==> config.mk <==
export PLATFORM = sky130hd
export DESIGN_NAME = hazard_stall_ctrl_flat
export DESIGN_NICKNAME = d
export VERILOG_FILES = /design/src/rtl/hazard_stall_ctrl_pkg.sv /design/src/rtl/hazard_stall_ctrl_if.sv /design/src/rtl/hazard_stall_ctrl_raw_detect.sv /design/src/rtl/hazard_stall_ctrl.sv /design/src/flat_wrapper.sv
export SDC_FILE = /design/constraint.sdc
export NUM_CORES = 1
export LEC_CHECK = 0
export BUFFER_PORTS_ARGS = -buffer_cell sky130_fd_sc_hd__clkbuf_2
export CORE_ASPECT_RATIO = 0.9
export CORE_MARGIN = 2
export CORE_UTILIZATION = 35
export CTS_CLUSTER_SIZE = 20
export DETAILED_ROUTE_END_ITERATION = 8
export GPL_TIMING_DRIVEN = 0
export PLACE_DENSITY_LB_ADDON = 0.2
export SETUP_SLACK_MARGIN = 0.2
export SYNTH_ARGS = -nofsm -noshare
export SYNTH_HDL_FRONTEND = slang
export SYNTH_SLANG_ARGS = --single-unit
==> constraint.sdc <==
create_clock -name clk -period 2.4 [get_ports clk]
set_input_delay 0.36 -clock clk [delete_from_list [all_inputs] [get_ports clk]]
set_output_delay 0.36 -clock clk [all_outputs]
set_load 0.05 [all_outputs]
==> src/rtl/hazard_stall_ctrl_pkg.sv <==
// hazard_stall_ctrl_pkg: shared register width and sequencer state encoding
package hazard_stall_ctrl_pkg;
    localparam int REG_W = 4;
    typedef enum logic [1:0] {
        ST_RUN      = 2'd0,
        ST_MEM_WAIT = 2'd1,
        ST_ERR      = 2'd2
    } state_t;
endpackage

==> src/rtl/hazard_stall_ctrl_if.sv <==
// hazard_stall_ctrl_if: ID/EX/MEM hazard inputs and pipeline freeze/flush controls
interface hazard_stall_ctrl_if
    import hazard_stall_ctrl_pkg::*;
#(
    parameter int CNT_W = 16
);
    logic [REG_W-1:0] id_rn;
    logic [REG_W-1:0] id_rdm;
    logic             id_two_src;
    logic [REG_W-1:0] ex_dest;
    logic             ex_wb_en;
    logic             ex_mem_read;
    logic             ex_branch;
    logic [REG_W-1:0] mem_dest;
    logic             mem_wb_en;
    logic             mem_req;
    logic             mem_ready;
    logic             cnt_clr;
    logic             hazard;
    logic             flush;
    logic             freeze_all;
    logic             mem_err;
    logic [CNT_W-1:0] stall_cnt;

    modport master (
        output id_rn, id_rdm, id_two_src, ex_dest, ex_wb_en, ex_mem_read, ex_branch,
               mem_dest, mem_wb_en, mem_req, mem_ready, cnt_clr,
        input  hazard, flush, freeze_all, mem_err, stall_cnt
    );

    modport slave (
        input  id_rn, id_rdm, id_two_src, ex_dest, ex_wb_en, ex_mem_read, ex_branch,
               mem_dest, mem_wb_en, mem_req, mem_ready, cnt_clr,
        output hazard, flush, freeze_all, mem_err, stall_cnt
    );
endinterface

==> src/rtl/hazard_stall_ctrl_raw_detect.sv <==
// raw_detect: read-after-write compare of ID sources against EX/MEM destinations
module raw_detect
    import hazard_stall_ctrl_pkg::*;
#(
    parameter bit FWD_EN = 1'b0
) (
    input  logic [REG_W-1:0] id_rn,
    input  logic [REG_W-1:0] id_rdm,
    input  logic             id_two_src,
    input  logic [REG_W-1:0] ex_dest,
    input  logic             ex_wb_en,
    input  logic             ex_mem_read,
    input  logic [REG_W-1:0] mem_dest,
    input  logic             mem_wb_en,
    output logic             raw_haz
);
    logic raw_ex;
    logic raw_mem;

    // With forwarding only a load in EX cannot be bypassed in time
    always_comb begin
        raw_ex  = ex_wb_en & ((id_rn == ex_dest) | (id_two_src & (id_rdm == ex_dest)));
        raw_mem = mem_wb_en & ((id_rn == mem_dest) | (id_two_src & (id_rdm == mem_dest)));
        raw_haz = FWD_EN ? (raw_ex & ex_mem_read) : (raw_ex | raw_mem);
    end
endmodule

==> src/rtl/hazard_stall_ctrl.sv <==
// hazard_stall_ctrl: pipeline stall/flush/freeze sequencer with memory timeout and stall counter
module hazard_stall_ctrl
    import hazard_stall_ctrl_pkg::*;
#(
    parameter bit FWD_EN      = 1'b0,
    parameter int MEM_TIMEOUT = 64,
    parameter int CNT_W       = 16
) (
    input logic               clk,
    input logic               rst,
    hazard_stall_ctrl_if.slave bus
);
    localparam int WC_W = (MEM_TIMEOUT > 1) ? $clog2(MEM_TIMEOUT) : 1;

    state_t          state;
    state_t          state_nx;
    logic [WC_W-1:0] wait_cnt;
    logic            raw_haz;
    logic            freeze;
    logic            timeout;

    raw_detect #(.FWD_EN(FWD_EN)) u_raw (
        .id_rn       (bus.id_rn),
        .id_rdm      (bus.id_rdm),
        .id_two_src  (bus.id_two_src),
        .ex_dest     (bus.ex_dest),
        .ex_wb_en    (bus.ex_wb_en),
        .ex_mem_read (bus.ex_mem_read),
        .mem_dest    (bus.mem_dest),
        .mem_wb_en   (bus.mem_wb_en),
        .raw_haz     (raw_haz)
    );

    assign timeout = (MEM_TIMEOUT != 0) && (wait_cnt == WC_W'(MEM_TIMEOUT - 1));

    // Next state and same-cycle controls; freeze beats branch flush beats RAW stall
    always_comb begin
        state_nx = state;
        freeze   = 1'b1;
        case (state)
            ST_RUN: begin
                freeze   = bus.mem_req & ~bus.mem_ready;
                state_nx = freeze ? ST_MEM_WAIT : ST_RUN;
            end
            ST_MEM_WAIT: begin
                freeze   = ~bus.mem_ready;
                state_nx = bus.mem_ready ? ST_RUN : (timeout ? ST_ERR : ST_MEM_WAIT);
            end
            default: state_nx = ST_ERR;
        endcase
        bus.freeze_all = freeze & ~rst;
        bus.flush      = ~freeze & ~rst & bus.ex_branch;
        bus.hazard     = ~freeze & ~rst & ~bus.ex_branch & raw_haz;
    end

    // State register, wait counter restarted outside MEM_WAIT, sticky timeout flag
    always_ff @(posedge clk or posedge rst) begin
        if (rst) begin
            state       <= ST_RUN;
            wait_cnt    <= '0;
            bus.mem_err <= 1'b0;
        end else begin
            state       <= state_nx;
            wait_cnt    <= (state == ST_MEM_WAIT) ? wait_cnt + 1'b1 : '0;
            bus.mem_err <= bus.mem_err | (state_nx == ST_ERR);
        end
    end

    // Saturating stall-cycle counter; clear has priority
    always_ff @(posedge clk or posedge rst) begin
        if (rst)
            bus.stall_cnt <= '0;
        else if (bus.cnt_clr)
            bus.stall_cnt <= '0;
        else if ((bus.hazard | bus.freeze_all) && (bus.stall_cnt != {CNT_W{1'b1}}))
            bus.stall_cnt <= bus.stall_cnt + 1'b1;
    end
endmodule
==> src/flat_wrapper.sv <==
// flat-port wrapper written by rule: the top's interface ports become plain ports
module hazard_stall_ctrl_flat import hazard_stall_ctrl_pkg::*;
#(
    parameter bit FWD_EN      = 1'b0,
    parameter int MEM_TIMEOUT = 64,
    parameter int CNT_W       = 16
)
  (clk, rst, bus_id_rn, bus_id_rdm, bus_id_two_src, bus_ex_dest, bus_ex_wb_en, bus_ex_mem_read, bus_ex_branch, bus_mem_dest, bus_mem_wb_en, bus_mem_req, bus_mem_ready, bus_cnt_clr, bus_hazard, bus_flush, bus_freeze_all, bus_mem_err, bus_stall_cnt);
  hazard_stall_ctrl_if #(.CNT_W(CNT_W)) bus_i ();
  input logic clk;
  input logic rst;
  input wire logic [$bits(bus_i.id_rn)-1:0] bus_id_rn;
  input wire logic [$bits(bus_i.id_rdm)-1:0] bus_id_rdm;
  input wire logic [$bits(bus_i.id_two_src)-1:0] bus_id_two_src;
  input wire logic [$bits(bus_i.ex_dest)-1:0] bus_ex_dest;
  input wire logic [$bits(bus_i.ex_wb_en)-1:0] bus_ex_wb_en;
  input wire logic [$bits(bus_i.ex_mem_read)-1:0] bus_ex_mem_read;
  input wire logic [$bits(bus_i.ex_branch)-1:0] bus_ex_branch;
  input wire logic [$bits(bus_i.mem_dest)-1:0] bus_mem_dest;
  input wire logic [$bits(bus_i.mem_wb_en)-1:0] bus_mem_wb_en;
  input wire logic [$bits(bus_i.mem_req)-1:0] bus_mem_req;
  input wire logic [$bits(bus_i.mem_ready)-1:0] bus_mem_ready;
  input wire logic [$bits(bus_i.cnt_clr)-1:0] bus_cnt_clr;
  output wire logic [$bits(bus_i.hazard)-1:0] bus_hazard;
  output wire logic [$bits(bus_i.flush)-1:0] bus_flush;
  output wire logic [$bits(bus_i.freeze_all)-1:0] bus_freeze_all;
  output wire logic [$bits(bus_i.mem_err)-1:0] bus_mem_err;
  output wire logic [$bits(bus_i.stall_cnt)-1:0] bus_stall_cnt;
  assign bus_i.id_rn = bus_id_rn;
  assign bus_i.id_rdm = bus_id_rdm;
  assign bus_i.id_two_src = bus_id_two_src;
  assign bus_i.ex_dest = bus_ex_dest;
  assign bus_i.ex_wb_en = bus_ex_wb_en;
  assign bus_i.ex_mem_read = bus_ex_mem_read;
  assign bus_i.ex_branch = bus_ex_branch;
  assign bus_i.mem_dest = bus_mem_dest;
  assign bus_i.mem_wb_en = bus_mem_wb_en;
  assign bus_i.mem_req = bus_mem_req;
  assign bus_i.mem_ready = bus_mem_ready;
  assign bus_i.cnt_clr = bus_cnt_clr;
  assign bus_hazard = bus_i.hazard;
  assign bus_flush = bus_i.flush;
  assign bus_freeze_all = bus_i.freeze_all;
  assign bus_mem_err = bus_i.mem_err;
  assign bus_stall_cnt = bus_i.stall_cnt;
  hazard_stall_ctrl #(.FWD_EN(FWD_EN), .MEM_TIMEOUT(MEM_TIMEOUT), .CNT_W(CNT_W)) u_core (.clk(clk), .rst(rst), .bus(bus_i));
endmodule
== After elaboration in Yosys (flattened, before gate mapping) ==
Cells that the tools add are included.
Widths: inputs -> output; s select.
Storage, ports and cells
  register bits: 25
Cells by class
  add/sub/neg operators: 2
  equality and inequality tests: 8
  muxes and demuxes: 8
  bitwise logic cells: 19
  reductions and logical operators: 3
Operators with widths (number)
  $mux 16: 2
  $add 16x1->16 const B: 1
  $eq 4x4->1: 4
  $ne 16x16->1 const B: 1
  $and 1x1->1: 10
  $add 6x1->6 const B: 1
  $eq 6x6->1 const B: 1
  $mux 6: 1
  $or 1x1->1: 5
  $mux 2: 2
  $not 1->1: 4
  $pmux 2 s2: 1
  $eq 2x1->1 const B: 1
  $eq 2x2->1 const B: 1
  $logic_not 2->1: 1
  $pmux 1 s2: 1
  $reduce_bool 2->1: 1
  $logic_and 1x1->1: 1
  $mux 1: 1

== Depth between registers and ports, before layout ==
Gate-level depths: netlist (run 1).
  depth after elaboration: 11
  gate-level depth with buffers: 8
  gate-level depth less buffers: 7

== Hierarchy ==
A second synthesis (run 1) with hierarchy kept.
Second synthesis, totals
  cell total of the unflattened synthesis: 156
  area total of the unflattened synthesis: 1495.2 um^2
Modules (own cells, without submodules)
  hazard_stall_ctrl: instances 1, cells an instance 131, area each 1306.3 um^2
  raw_detect: instances 1, cells an instance 25, area each 188.9 um^2

== Least setup slack after synthesis (run 1) ==
OpenSTA, ideal clock, no wires.
  path type: reg-to-reg
  start point: register u_core.bus.stall_cnt[0]
  end point: register u_core.bus.stall_cnt[14]
  setup time: 0.128 ns
  arrival: 2.290 ns
  data required time: 2.272 ns
  path slack: -0.017 ns
  cell stages (with the launch flop): 9
  period minus slack after synthesis: 2.417 ns
  cells stage by stage: dfrtp_1 -> ha_1 -> nand3_1 -> or2_1 -> buf_4 -> nor3b_2 -> nand4_1 -> o21ai_1 -> mux2_1
On the way
  longest elaborated chain between the ends: 3
  elaborated cells on any way between the ends: 6
  those cells by class: add/sub (1); eq/ne (1); mux (2); reduce/logical (2)
RTL lines
  start, declared: line hazard_stall_ctrl_if.sv:34  | output hazard, flush, freeze_all, mem_err, stall_cnt
  start signal, assigned: line hazard_stall_ctrl.sv:76  | bus.stall_cnt <= bus.stall_cnt + 1'b1;
  $add 16x1->16 or $ne 16x16->1 (tied branches): line hazard_stall_ctrl.sv:76, hazard_stall_ctrl.sv:75
  $mux 16 or $logic_and 1x1->1 (tied branches): line hazard_stall_ctrl.sv:75  | else if ((bus.hazard | bus.freeze_all) && (bus.stall_cnt != {CNT_W{1'b1}}))
  $mux 16 or $reduce_bool 2->1 (tied branches)
Several ways; a longest one is shown, not always the timed one. The select of a mux whose other input is x is not followed.
A chain may end at the register's enable or synchronous reset.

== Worst setup path in the final report (run 1) ==
  start point: register u_core.state[0]
  end point: output port bus_hazard
On the way
  longest elaborated chain between the ends: 6
  elaborated cells on any way between the ends: 7
  those cells by class: eq/ne (1); mux (1); bitwise (4); reduce/logical (1)
RTL lines
  start, declared: line hazard_stall_ctrl.sv:15  | state_t state;
  start signal, assigned: line hazard_stall_ctrl.sv:63  | state <= state_nx;
  $eq 2x1->1 or $logic_not 2->1 (tied branches): line hazard_stall_ctrl.sv:40  | case (state)
  $pmux 1 s2 (*): line hazard_stall_ctrl.sv:40
  $not 1->1 (*): line hazard_stall_ctrl.sv:53  | bus.hazard = ~freeze & ~rst & ~bus.ex_branch & raw_haz;
  $and 1x1->1 (*) (3 in a row): line hazard_stall_ctrl.sv:53
  end, declared: line flat_wrapper.sv:24  | output wire logic [$bits(bus_i.hazard)-1:0] bus_hazard;
Every way passes the cells marked *; elsewhere a longest branch is shown, timed or not.

==> PnR_summary.wiki, run 1 <==
{| class="wikitable"
! Metric !! Value
|-
| # DRC || 0
|-
| Floorplan Core Area || 4800 µm²
|-
| Avg Vias per Cell || 5.03
|-
| Startpoint types || flop
|-
| Wire length of the first global-routing pass || 7.25 mm
|-
| CP required || 2.04 ns
|-
| Iteration-0 DRC Markers || 57
|-
| Initial antenna violation count || 0
|-
| Routability cong. || 0.871
|-
| Total of warnings raised by yosys || 0
|-
| Vias || 1529
|-
| Area share of and/or/nand/nor cells after synthesis || 0.282
|-
| Slew headroom || 0.505
|-
| Count of final max-slew check failures || 0
|-
| Worst path arrival time || 1.78 ns
|-
| Clock latency at the later pin of the worst-skew pair || 0.27 ns
|-
| Gr ovfl total || 0
|-
| Clock tree from TritonCTS || yes
|-
| Transition at the pin with the smallest max-transition slack || 0.739 ns
|-
| Fraction of synthesis flops using an asynchronous set or reset pin || 1.00
|-
| Peak fanout along the critical path || 10
|-
| Number of fillers in the final layout || 487
|-
| Parity-gate share of the synthesized area counting xor and xnor cells || 0.0661
|-
| PD cells || 389 nW/µm²
|-
| Setup crit end kind || output port
|-
| Average wire per cell in the routed design || 13.4 µm
|-
| Number of hold violations in the final report || 0
|-
| Post-synth EDFFs || 0
|-
| Post-layout nets || 268
|-
| TritonCTS Buffers || 3
|-
| Area of the mapped netlist || 1720 µm²
|-
| Maximum number of pins on one net before global-route repair || 17
|-
| Master of the slowest instance on the critical path || sky130_fd_sc_hd__dfrtp_1
|-
| Fraction of the mapped netlist area in compound gates || 0.131
|-
| Worst-case clock skew || 0.00300 ns
|-
| Port-buffer cells || 44
|-
| Flops & latches, synth || 25
|-
| Number of setup violations in the final report || 0
|-
| Detailed-router iteration count before antenna repair || 5
|-
| Die X-Extent || 78.0 µm
|-
| Syn Inst Count || 186
|-
| Total die area || 5500 µm²
|-
| Share of final-layout standard cells stronger than drive strength 1 || 0.377
|-
| Main combinational cell family by area after synthesis || simple AND/OR/NAND/NOR gates
|-
| Area of combinational cells with multiple inputs || 1080 µm²
|-
| Setup total negative slack || 0 ns
|-
| Sequential cell area fraction in the yosys report || 0.363
|-
| Dominant register cell in the synthesized netlist || sky130_fd_sc_hd__dfrtp_1
|-
| Starting density of the core || 0.359
|-
| Type of the setup path with the least slack || reg2out
|-
| Count of cell types in the netlist || 45
|-
| Layout overhead on the synthesized area || 26.7%
|-
| Post-route clock period utilization || 0.893
|-
| Total inserted antenna cells || 0
|-
| Worst IR Drop VDD || 285 µV
|-
| Number of sinks handled by clock tree synthesis || 25
|-
| Buffer type at the clock tree root || sky130_fd_sc_hd__clkbuf_8
|-
| Number of hold buffers added after cts || 0
|-
| Deepest level of the CTS H-tree || 1
|-
| Final worst path period need || 2.14 ns
|-
| Register cell area after layout || 632 µm²
|-
| Post-detailed-routing wire length || 4.06 mm
|-
| Outcome || complete, no violations
|-
| Classification of the worst-slack hold path || in2async
|-
| Maximum count of clock buffers along a single path || 2
|-
| Detailed placement HPWL || 3.04 mm
|-
| Syn Area/Cell || 9.26 µm²
|-
| Die H || 70.6 µm
|-
| Global router's overall resource usage || 0.162
|-
| Multiplexer fraction of the synthesized cell area || 0.104
|-
| RSZ-0062 raised after global routing || yes
|-
| Total nets after synthesis || 214
|-
| Hold Worst Slack || 0.118 ns
|-
| Clock-pin slew of the registers on the worst-case setup and hold paths || 0.09 ns
|-
| Post-detailed-route count of antenna-violating nets || 0
|-
| CP Cell Sequence || o21bai_1, nand2b_1, nor3_4, o21ai_2, buf_6, inv_1, clkbuf_4
|-
| Maxcap violations || 0
|-
| Top-level I/O count || 46
|-
| Placement Rows || 24
|-
| Stage delay of the slowest cell on the critical path || 0.41 ns
|-
| Fmax achieved || 466 MHz
|-
| Via count of the first global-routing pass || 1525
|-
| Leakage power of the design || 0.982 nW
|-
| Fraction of the mapped netlist area in adder cells || 0.0145
|}
[metrics by stage]
step	setup slack [ns]	power (mW)	util	std cells	instance area (µm²)
after global placement	-0.101	0.576	0.425	295	2040
after detailed placement	-0.0759	0.576	0.425	295	2040
after CTS	0.184	0.858	0.440	301	2110
after global routing	0.0923	0.896	0.454	304	2180
after floorplan	0.195	0.524	-	186	1740
final	0.256	0.850	0.454	304	2180
[where the power goes]
part           total [mW]  internal, mW  switching (mW)
clock network       0.270         0.122           0.148
logic               0.147        0.0547          0.0921
registers           0.433         0.427         0.00649
[state kept, by name, summed over array words and instances (netlist names)]
| name | cells |
|---|---|
| u_core.state | 2 |
| u_core.bus.mem_err | 1 |
| u_core.bus.stall_cnt | 16 |
| u_core.wait_cnt | 6 |
[path summary, 6_finish.rpt]
kind                                         start                       end  slack (ns)  depth (start not counted)
hold / removal                                 rst           u_core.state[1]        0.12                          2
max in group asynchronous                      rst   u_core.bus.stall_cnt[1]        1.74                          2
hold reg to reg                 u_core.wait_cnt[0]        u_core.wait_cnt[0]        0.47                          1
setup / recovery                   u_core.state[0]                bus_hazard        0.26                          7
setup reg to reg           u_core.bus.stall_cnt[0]  u_core.bus.stall_cnt[14]        0.34                          8
min in group clk                     bus_mem_ready           u_core.state[0]        0.39                          3
[layer usage]
metal,global-route usage,vias to the layer above,share of wire
li1,-,765,-
met1,0.228,732,0.48
met2,0.261,30,0.47
met3,0.0383,2,0.043
met4,0.0234,0,0.0037
met5,0,-,0
[final cells by class]
| type | count | share of cell area |
|---|---|---|
| buffer | 6 | 0.0178 |
| clock buffer | 3 | 0.0189 |
| clock inverter | 1 | 0.00401 |
| inverter | 9 | 0.0172 |
| multi-input combinational | 146 | 0.497 |
| sequential | 25 | 0.290 |
| tap | 65 | 0.0373 |
| timing repair buffer | 48 | 0.116 |
| timing repair inverter | 1 | 0.00229 |
[layout by cell type (no fill, tap or decap), types with 5 or more instances in the layout]
master / n
sky130_fd_sc_hd__inv_1: 8
sky130_fd_sc_hd__nand3_1: 9
sky130_fd_sc_hd__dfrtp_1: 20
sky130_fd_sc_hd__a211oi_1: 6
sky130_fd_sc_hd__mux2_2: 6
sky130_fd_sc_hd__nor2_1: 26
sky130_fd_sc_hd__dfrtp_2: 5
sky130_fd_sc_hd__mux2_1: 7
sky130_fd_sc_hd__xor2_1: 9
sky130_fd_sc_hd__nand2_1: 9
sky130_fd_sc_hd__clkbuf_2: 44
sky130_fd_sc_hd__nor2b_1: 14
[what timing repair did]
action	CTS	global route
cloned	1	0
pin swaps	1	11
resized for setup	2	12
buffers inserted	1	3
endpoints found under the setup margin	1	10
[worst max-delay path, delay by kind of cell (launching register included)]
kind / cells / cell delay, ns
AO/OA/AOI/OAI: 2 / 0.32
AND/OR/NAND/NOR: 2 / 0.34
flip-flops: 1 / 0.41
buffers and inverters: 3 / 0.44
[synth_stat cells, types with 3 or more instances]
| master | number | area (µm²) |
|---|---|---|
| sky130_fd_sc_hd__nand3_1 | 12 | 60.1 |
| sky130_fd_sc_hd__inv_1 | 9 | 33.8 |
| sky130_fd_sc_hd__nand2b_1 | 4 | 25.0 |
| sky130_fd_sc_hd__a211oi_2 | 3 | 37.5 |
| sky130_fd_sc_hd__mux2_2 | 8 | 90.1 |
| sky130_fd_sc_hd__o21ai_1 | 3 | 15.0 |
| sky130_fd_sc_hd__mux2_1 | 7 | 78.8 |
| sky130_fd_sc_hd__nor3_1 | 4 | 20.0 |
| sky130_fd_sc_hd__clkbuf_1 | 4 | 15.0 |
| sky130_fd_sc_hd__dfrtp_1 | 25 | 626 |
| sky130_fd_sc_hd__a21oi_1 | 3 | 15.0 |
| sky130_fd_sc_hd__nand4_1 | 4 | 25.0 |
| sky130_fd_sc_hd__nor2_1 | 26 | 97.6 |
| sky130_fd_sc_hd__xor2_1 | 9 | 78.8 |
| sky130_fd_sc_hd__a211oi_1 | 6 | 45.0 |
| sky130_fd_sc_hd__nor2b_1 | 14 | 87.6 |
| sky130_fd_sc_hd__nand2_1 | 9 | 33.8 |
| sky130_fd_sc_hd__xnor2_1 | 4 | 35.0 |
[kinds of logic after synthesis]
logic type      Yosys count
buf+inv                  15
mux                      16
fa+ha+maj                 2
simple gates             87
xor+xnor                 13
compound gates           28
flops                    25
Note: power is estimated with default switching activity, not from simulation.
==> run 2, diff against run 1 <==
--- a/config.mk
+++ b/config.mk
@@ -5,6 +5,7 @@
 export SDC_FILE = /design/constraint.sdc
 export NUM_CORES = 1
 export LEC_CHECK = 0
+export ABC_AREA = 1
 export BUFFER_PORTS_ARGS = -buffer_cell sky130_fd_sc_hd__clkbuf_2
 export CORE_ASPECT_RATIO = 0.9
 export CORE_MARGIN = 2
==> run 2 against run 1 <==
Clock skew is 0.0013 ns lower. Final cell count grew 23%. Power fell by 5.7%. Highest routed layer unchanged. Synthesized cell count grew 40%. First-iteration DRC count up 18%. Critical path type unchanged. Critical path depth grew 2. Sequential power is 1% lower. Count of clock-buffer cells in the layout unchanged. Register-to-register slack improved by 0.09 ns. Global-route usage is 1.0 points lower.
==> PnR_summary.wiki, run 2 <==
{| class="wikitable"
! Metric !! Value
|-
| Outcome || complete, no violations
|-
| Worst R2R Setup Slack || 0.43 ns (+0.09 ns)
|-
| Maximum number of pins on one net before global-route repair || 27 (+10)
|-
| Area fraction of the dominant cell type after synthesis || 0.349 (-0.0142)
|-
| Detailed placement HPWL || 3.18 mm (+4.8%)
|-
| Top cells by count, synth || sky130_fd_sc_hd__nand2_1 (67), sky130_fd_sc_hd__inv_1 (41), sky130_fd_sc_hd__nand3_1 (28)
|-
| # DRC || 0 (unchanged)
|-
| Worst path arrival time || 1.67 ns (-0.11 ns)
|-
| Cells taking the most area after synthesis || sky130_fd_sc_hd__dfrtp_1 (35%), sky130_fd_sc_hd__nand2_1 (14%), sky130_fd_sc_hd__xor2_1 (8.8%)
|-
| Sequential cell area fraction in the yosys report || 0.349 (-0.0142)
|-
| Inst Count DP || 369 (+25%)
|-
| Iteration-0 DRC Markers || 67 (+18%)
|-
| Parity-gate share of the synthesized area counting xor and xnor cells || 0.0928 (+0.0267)
|-
| Post-detailed-routing wire length || 4.16 mm (+2.5%)
|-
| Maximum count of clock buffers along a single path || 2 (unchanged)
|-
| Capture instance of the worst register-to-register path || u_core.bus.stall_cnt[14]
|-
| Peak fanout along the critical path || 7 (-3)
|-
| Most common library cell in the layout ignoring fill and taps || sky130_fd_sc_hd__nand2_1
|-
| Total die area || 5710 µm² (+3.8%)
|-
| Fmax achieved || 493 MHz (+5.8%)
|-
| Main combinational cell family by area after synthesis || simple AND/OR/NAND/NOR gates
|-
| Startpoint types || flop
|-
| Multiplexer fraction of the synthesized cell area || 0 (-0.104)
|-
| Clock-pin slew of the registers on the worst-case setup and hold paths || 0.09 ns (about the same)
|-
| Worst-case clock skew || 0.00173 ns (-0.00127 ns)
|-
| Avg Vias per Cell || 4.63 (-7.9%)
|-
| Total nets after synthesis || 288 (+35%)
|-
| TritonCTS Buffers || 3 (unchanged)
|-
| Leakage power of the design || 1.25 nW (+27%)
|-
| Worst IR Drop VDD || 168 µV (-41%)
|-
| Most repeated cell in the gate-level netlist after synthesis || sky130_fd_sc_hd__nand2_1
|-
| Post-Route Utilization || 0.440 (-0.0137)
|-
| Global router's overall resource usage || 0.151 (-0.0101)
|-
| Number of setup violations in the final report || 0 (unchanged)
|-
| Post-route clock period utilization || 0.844 (-0.0489)
|-
| Detailed-router iteration count before antenna repair || 4 (-1)
|-
| Number of cells on the worst reg-to-reg path || 9 (+1)
|-
| Share of final-layout standard cells stronger than drive strength 1 || 0.220 (-0.157)
|-
| Transition at the pin with the smallest max-transition slack || 0.665 ns (-0.0747 ns)
|-
| Number of flip-flops in the largest register || 16 (unchanged)
|-
| Area share of and/or/nand/nor cells after synthesis || 0.404 (+0.122)
|-
| Syn Area/Cell || 6.90 µm² (-26%)
|-
| Port-buffer cells || 44 (unchanged)
|-
| Commonest non-fill, non-tap cells in the layout || sky130_fd_sc_hd__nand2_1 (67), sky130_fd_sc_hd__clkbuf_2 (44), sky130_fd_sc_hd__inv_1 (40), sky130_fd_sc_hd__nand3_1 (28)
|-
| Via count of the first global-routing pass || 1566 (+2.7%)
|-
| CP required || 2.04 ns (about the same)
|-
| Final worst path period need || 2.03 ns (-0.117 ns)
|-
| Gr ovfl total || 0 (unchanged)
|-
| Stage delay of the slowest cell on the critical path || 0.38 ns (-0.03 ns)
|-
| Category of cells accounting for the largest share of critical-path delay || simple AND/OR/NAND/NOR gates
|-
| Total of warnings raised by yosys || 0 (unchanged)
|-
| Flops & latches, synth || 25 (unchanged)
|-
| Count of cell types in the netlist || 28 (-38%)
|-
| Number of hold violations in the final report || 0 (unchanged)
|-
| Reg-to-reg startpoint || u_core.bus.stall_cnt[0]
|-
| Layout overhead on the synthesized area || 20.2%
|-
| Placement Rows || 24 (unchanged)
|-
| Type of the setup path with the least slack || reg2out
|-
| Post-layout nets || 338 (+26%)
|-
| Average wire per cell in the routed design || 11.1 µm (-17%)
|-
| CP Cell Sequence || inv_1, nand2_2, nor2_2, nor2_1, nand3_1, nor2_1, nand2_1, inv_1, clkbuf_4
|-
| Classification of the worst-slack hold path || in2async
|-
| Setup crit end kind || output port
|-
| Top-level I/O count || 46 (unchanged)
|-
| Clock latency at the later pin of the worst-skew pair || 0.27 ns (about the same)
|-
| Vias || 1732 (+13%)
|-
| Deepest level of the CTS H-tree || 1 (unchanged)
|-
| Biggest register || u_core.bus.stall_cnt
|-
| Post-synth EDFFs || 0 (unchanged)
|-
| Maxcap violations || 0 (unchanged)
|-
| Area of the mapped netlist || 1790 µm² (+4.1%)
|-
| Number of hold buffers added after cts || 0 (unchanged)
|-
| Total inserted antenna cells || 0 (unchanged)
|-
| Floorplan Core Area || 4890 µm² (+1.9%)
|-
| Post-layout instance count excluding filler cells || 374 (+23%)
|-
| Count of final max-slew check failures || 0 (unchanged)
|-
| DP Worst Slack || -0.0483 ns (+0.0276 ns)
|-
| Master of the slowest instance on the critical path || sky130_fd_sc_hd__dfrtp_1
|-
| Post-detailed-route count of antenna-violating nets || 0 (unchanged)
|-
| Number of sinks handled by clock tree synthesis || 25 (unchanged)
|-
| Wire length of the first global-routing pass || 6.89 mm (-5.0%)
|-
| Clock tree from TritonCTS || yes
|-
| PD cells || 372 nW/µm² (-4.6%)
|-
| Initial antenna violation count || 0 (unchanged)
|-
| Buffer type at the clock tree root || sky130_fd_sc_hd__clkbuf_8
|-
| Syn Inst Count || 260 (+40%)
|-
| Fraction of synthesis flops using an asynchronous set or reset pin || 1.00 (unchanged)
|-
| Number of fillers in the final layout || 537 (+10%)
|-
| Fraction of the mapped netlist area in adder cells || 0.0140 (-0.000568)
|-
| Starting density of the core || 0.366 (+0.00772)
|-
| Routability cong. || 0.844 (-3.1%)
|-
| Die X-Extent || 79.4 µm (+1.9%)
|-
| Fraction of the mapped netlist area in compound gates || 0.0237 (-0.107)
|-
| Cell type contributing the most total cell area after synthesis || sky130_fd_sc_hd__dfrtp_1
|-
| RSZ-0062 raised after global routing || no
|-
| Largest regs || u_core.bus.stall_cnt: 16 flops, u_core.wait_cnt: 6 flops, u_core.state: 2 flops
|-
| Dominant register cell in the synthesized netlist || sky130_fd_sc_hd__dfrtp_1
|-
| Critical path buffer and inverter count || 3 (unchanged)
|-
| Die H || 71.9 µm (+1.9%)
|-
| Worst path setup slack after routing || 0.373 ns (+0.117 ns)
|-
| Slew headroom || 0.555 (+0.0501)
|}
-- run 2: timing repair --
item / 4_1_cts / 5_1_grt
cloned: 0 / 1
setup buffers: 0 / 0
gates resized for setup: 1 / 2
setup endpoints to repair: 2 / 1
-- run 2: kinds of logic (layout without fill, tap and decap cells) --
group	after synthesis	in the layout
buffers and inverters	51	100
and+or+nand+nor	155	155
adders and majority gates	2	2
xor gates and xnor gates	19	19
DFF	25	25
AOI/OAI and AO/OA	8	8
-- run 2: worst max-delay path by stage --
stage                          startpoint                  endpoint  slack [ns]  cells after the start
after floorplan                       rst                 bus_flush        0.27                      3
after global placement                rst  u_core.bus.stall_cnt[14]      -0.002                      9
after detailed placement              rst  u_core.bus.stall_cnt[13]       -0.05                      9
after CTS                             rst                bus_hazard        0.26                      7
after global routing      u_core.state[1]                bus_hazard        0.20                      9
final                     u_core.state[1]                bus_hazard        0.37                      9
-- run 2: layout make-up --
type                    count  area, µm²  area share
multi-input cells         184        962       0.446
flip-flops and latches     25        626       0.290
repair buffers             44        223       0.103
inverters                  43        165      0.0766
well taps                  65       81.3      0.0377
plain buffers               8       47.5      0.0221
clock buffers               3       41.3      0.0192
clock inverters             1       5.00     0.00232
repair inverters            1       5.00     0.00232
-- run 2: metrics by stage --
| step | TNS [ns] | hold slack, ns | instance area [µm²] | power, mW |
|---|---|---|---|---|
| 6_report | 0 | 0.0936 | 2160 | 0.801 |
| 5_1_grt | 0 | 0.117 | 2160 | 0.845 |
| 4_1_cts | 0 | 0.165 | 2150 | 0.815 |
| 3_5_place_dp | -0.298 | 0.464 | 2100 | 0.559 |
| 3_3_place_gp | -0.00232 | 0.456 | 2100 | 0.557 |
| 2_1_floorplan | 0 | 0.396 | 1800 | 0.512 |
-- run 2: layer usage --
layer,up-vias,wire (µm),track usage
met5,-,0,0
met4,0,51,0.0575
met3,4,203,0.0162
met2,39,1790,0.228
met1,764,2110,0.225
li1,925,-,-
-- run 2: where the power goes --
part	internal [mW]	total [mW]	switching (mW)
clock	0.116	0.250	0.134
sequential	0.424	0.428	0.00456
combinational	0.0419	0.123	0.0815
-- run 2: worst reg2reg max path, stage by stage (launching register included) --
cell                      delay [ns]
sky130_fd_sc_hd__dfrtp_1        0.46
sky130_fd_sc_hd__ha_1           0.21
sky130_fd_sc_hd__and3_1         0.17
sky130_fd_sc_hd__buf_4          0.14
sky130_fd_sc_hd__nand4_1        0.15
sky130_fd_sc_hd__nor2_2         0.18
sky130_fd_sc_hd__nand3_4        0.15
sky130_fd_sc_hd__buf_2          0.23
sky130_fd_sc_hd__nand4_1        0.12
sky130_fd_sc_hd__nand2_1        0.07
